### src/rtl/rr_arb_ctrl.sv
// Round-robin, packet-aware arbiter: merges N req/ack targets into one initiator stream.
// With PKT_LOCK set, the grant is held from a packet's first beat until its last beat transfers.
module rr_arb_ctrl #(
  parameter int N        = 4,
  parameter int SELW     = 2,
  parameter bit PKT_LOCK = 1'b1
) (
  input  logic            clk,
  input  logic            reset_n,
  input  logic [N-1:0]    t_req,
  input  logic [N-1:0]    t_last,
  output logic [N-1:0]    t_ack,
  output logic            i_req,
  input  logic            i_ack,
  output logic            i_last,
  output logic [N-1:0]    grant,
  output logic [SELW-1:0] sel,
  output logic            busy
);

  typedef enum logic {IDLE = 1'b0, LOCKED = 1'b1} state_e;

  localparam logic [N-1:0]    ONE_N    = N'(1);
  localparam logic [SELW-1:0] ONE_S    = SELW'(1);
  localparam logic [SELW-1:0] LAST_IDX = SELW'(N - 1);

  state_e          state_q, state_d;
  logic [SELW-1:0] ptr_q, ptr_d;
  logic [N-1:0]    gnt_q, gnt_d;

  logic [N-1:0]    prio_mask;
  logic [N-1:0]    req_hi;
  logic [N-1:0]    req_pick;
  logic [N-1:0]    rr_gnt;
  logic [SELW-1:0] sel_enc;
  logic [SELW-1:0] ptr_adv;
  logic            xfer;

  // Requests at or above ptr take priority; if none, wrap to the lowest requester.
  always_comb begin
    prio_mask = {N{1'b1}} << ptr_q;
    req_hi    = t_req & prio_mask;
    req_pick  = (|req_hi) ? req_hi : t_req;
    rr_gnt    = req_pick & (~req_pick + ONE_N);
  end

  always_comb begin
    sel_enc = '0;
    for (int k = 0; k < N; k++) begin
      if (grant[k]) begin
        sel_enc = SELW'(k);
      end
    end
  end

  assign grant   = (state_q == LOCKED) ? gnt_q : rr_gnt;
  assign sel     = sel_enc;
  assign i_req   = |(t_req & grant);
  assign i_last  = |(t_last & grant);
  assign t_ack   = grant & {N{i_ack}};
  assign busy    = (state_q == LOCKED);
  assign xfer    = i_req & i_ack;
  assign ptr_adv = (sel_enc == LAST_IDX) ? '0 : sel_enc + ONE_S;

  // State and pointer move only on an actual transfer.
  always_comb begin
    state_d = state_q;
    ptr_d   = ptr_q;
    gnt_d   = gnt_q;
    case (state_q)
      IDLE: begin
        if (xfer) begin
          if (PKT_LOCK && !i_last) begin
            state_d = LOCKED;
            gnt_d   = grant;
          end else begin
            ptr_d = ptr_adv;
          end
        end
      end
      LOCKED: begin
        if (xfer && i_last) begin
          state_d = IDLE;
          ptr_d   = ptr_adv;
          gnt_d   = '0;
        end
      end
      default: begin
        state_d = IDLE;
        gnt_d   = '0;
      end
    endcase
  end

  always_ff @(posedge clk) begin
    if (!reset_n) begin
      state_q <= IDLE;
      ptr_q   <= '0;
      gnt_q   <= '0;
    end else begin
      state_q <= state_d;
      ptr_q   <= ptr_d;
      gnt_q   <= gnt_d;
    end
  end

endmodule
### config.mk
export PLATFORM = sky130hd
export DESIGN_NAME = rr_arb_ctrl
export DESIGN_NICKNAME = d
export VERILOG_FILES = /design/src/rtl/rr_arb_ctrl.sv
export SDC_FILE = /design/constraint.sdc
export NUM_CORES = 1
export LEC_CHECK = 0
export BUFFER_PORTS_ARGS = -buffer_cell sky130_fd_sc_hd__buf_4
export CAP_MARGIN = 20
export CORE_UTILIZATION = 52
export CTS_CLUSTER_DIAMETER = 100
export DETAILED_ROUTE_END_ITERATION = 16
export PLACE_DENSITY = 0.79
export SETUP_SLACK_MARGIN = 0.4
export SYNTH_ARGS = -nofsm -noshare
export SYNTH_HDL_FRONTEND = slang
export SYNTH_SLANG_ARGS = --single-unit
export TNS_END_PERCENT = 30
### constraint.sdc
create_clock -name clk -period 5.93 [get_ports clk]
set_input_delay 1.779 -clock clk [delete_from_list [all_inputs] [get_ports clk]]
set_output_delay 1.779 -clock clk [all_outputs]
set_load 0.05 [all_outputs]
==> impl_metrics.tcl <==
set metrics [dict create \
    firstDrtPassIters 4 \
    critPathCaptureType "output pin" \
    yosysWarnings 0 \
    status "complete, no violations" \
    antenna_cells 0 \
    finalHoldViolations 0 \
    synth_top_family_by_area "compound AO/OA/AOI/OAI gates" \
    crit_path_max_incr_delay_ps 560 \
    hold_path.class "reg2reg" \
    synth_area_um2 699 \
    area_growth_pct 28.4 \
    leakagePower_nw 0.408 \
    rows 12 \
    synth.mux.area_fraction 0.0572 \
    final.period_utilization 0.879 \
    wire_per_inst_um 14.5 \
    cts_tree "yes" \
    slowest_stage "nor4b_4" \
    power.density_nw_per_um2 247 \
    htreeDepth 1 \
    cts_buffers 3 \
    hpwl_um 1440 \
    r2r_slack_ps 3620 \
    drt_iter0_markers 34 \
    drc_errors 0 \
    fin_crit_ps 5210 \
    cp_common_cell "buf_4" \
    coreArea_um2 1170 \
    min_path_cells 2 \
    yosysTopAreaCellShare 0.200 \
    cts_buffer_depth 2 \
    vias 804 \
    synth-xor-area-share 0 \
    drv_slew 0 \
    post_cts_resized 0 \
    dieArea_um2 1500 \
    yosys.area_share.simple 0.302 \
    io-pin-count 24 \
    critPathLaunchType "input pin" \
    r2r_cells 7 \
    initial_core_util 0.597 \
    post-cts-setup-buffers 0 \
    grt_busiest_layer "met2" \
    setup-tns-final_ps 0 \
    arrival_ps 3440 \
    syn_inst 93 \
    hold_path.startpoint "gnt_q[0]" \
    drv_cap 0 \
    cts_root_buf "clkbuf_4" \
    cts_sinks 7 \
    routed_via_density 6.18 \
    fmax_ghz 0.192 \
    relSlewSlack 0.619 \
    die_w_um 38.7 \
    crit_path_cell_trace "buf_4 -> or3_4 -> o221ai_4 -> a211oi_2 -> nor4b_4 -> inv_2 -> buf_4" \
    synthTopCellsByCount "nand2_1, inv_1, dfxtp_1" \
    ys.flop_type "dfxtp_1" \
    grt_first_pass_wirelength_um 2950 \
    tightest_slew_ps 568 \
    final_cells 130 \
    yosysTopAreaCell "dfxtp_1" \
    synthTopCellsByArea "dfxtp_1, mux2i_1, o211ai_1" \
    grt_util_all_layers 0.288 \
    postCtsHoldBufs 0 \
    grt_pass1_vias 723 \
    path_class "in2out" \
    io_buffer_count 23 \
    syn_nets 104 \
    clkTransAtPathRegs_ps 60 \
    gr-usage-met1 0.334 \
    crit_family "simple AND/OR/NAND/NOR gates" \
    grt_use_met2 0.488 \
    ir_drop_uv 176 \
    synthAdderAreaFrac 0 \
    fin_total_pwr_w 0.000222 \
    whs_endpoint "gnt_q[0]" \
    critPathRequiredTime_ps 4150 \
    setup_viol 0 \
    antenna_found_initial 0 \
    async_reset_ff_frac 0 \
    final.setup_skew_ps 3.53 \
    gp_congestion 0.851 \
    gr-total-overflow 0 \
    worst_slack_ps 716 \
    synth-compound-area-share 0.367 \
    synth.distinct_cells 35 \
    nets 128 \
    dp_cells 126 \
    grtUsageMet3 0.0462 \
    yosysMostFrequentCell "nand2_1" \
    drive_above_1_share 0.302 \
    clk_latency_ps 260 \
    routed_wl_um 1890 \
    synth_edf_count 0 \
    rsz0062_at_grt "no" \
    reg2reg_to "gnt_q[0]" \
    grt_max_degree 14 \
    crit_buf_inv 3 \
    seq_area_frac_synth 0.200 \
    synth-seq-cells 7 \
    die_h_um 38.7 \
    ant_nets 0 \
    dp_slack_ps 730 \
    timing.critical_path.fanout_max 9 \
    synth_area_per_cell_um2 7.52 \
]
## area by class of cell
type                    count  area (um^2)
flip-flops and latches      7          140
repair buffers             23          173
inverters                   9         33.8
fillers                    97          273
well taps                  14         17.5
clock buffers               4         26.3
multi-input cells          73          508
## worst register-to-register path: stages, from the launching register on
cell       delay [ps]
dfxtp_1           590
inv_1             260
o211ai_1          230
nor3b_1           140
nor4b_4           580
inv_2             100
o2111ai_1         190
nand3_1            90
## layout by cell type (no fill, tap or decap), drive strengths merged, types with 2 or more instances in the layout
cell | synthesis | final
o211ai | 5 | 5
a21oi | 7 | 7
nand2 | 9 | 9
and2 | 3 | 3
clkbuf | 2 | 4
inv | 9 | 9
nor2b | 3 | 3
nand2b | 4 | 4
nand3 | 4 | 4
nand4 | 2 | 2
o2111ai | 2 | 2
o21ai | 6 | 6
mux2i | 4 | 4
buf | 2 | 23
dfxtp | 7 | 7
nor2 | 6 | 6
or3 | 2 | 2
o22ai | 2 | 2
a22o | 2 | 2
## kinds of logic (layout without fill, tap and decap cells)
logic type / Yosys count / after routing
AO/OA/AOI/OAI: 32 / 32
buffers and inverters: 13 / 36
flip-flops: 7 / 7
multiplexers: 4 / 4
AND/OR/NAND/NOR: 37 / 37
## stage by stage
stage	instance area (um^2)	hold WS (ps)	utilization
floorplan	699	483	-
global placement	872	516	0.745
detailed placement	872	524	0.745
CTS	898	532	0.767
global route	898	561	0.767
finish	898	528	0.767
## layer usage
metal / part of all wire / vias to the layer above
met5: 0 / -
met4: 0.021 / 0
met3: 0.064 / 7
met2: 0.47 / 33
met1: 0.44 / 376
li1: - / 388
## report_power, final
part	total [W]	internal, W	switching [W]
sequential	0.0000595	0.0000511	0.00000838
combinational	0.000116	0.0000397	0.0000767
clock	0.0000457	0.0000258	0.0000199
total	0.000222	0.000117	0.000105
## worst max-delay path by stage
stage	start	to	slack, ps	cells after the start
6_report	t_req[2]	i_last	720	7
5_1_grt	t_req[2]	i_last	640	7
4_1_cts	t_req[2]	i_last	720	7
3_5_place_dp	t_req[2]	i_last	730	7
3_3_place_gp	t_req[2]	i_last	790	7
2_1_floorplan	t_req[2]	sel[0]	580	5
(Power assumes the default switching activity.)
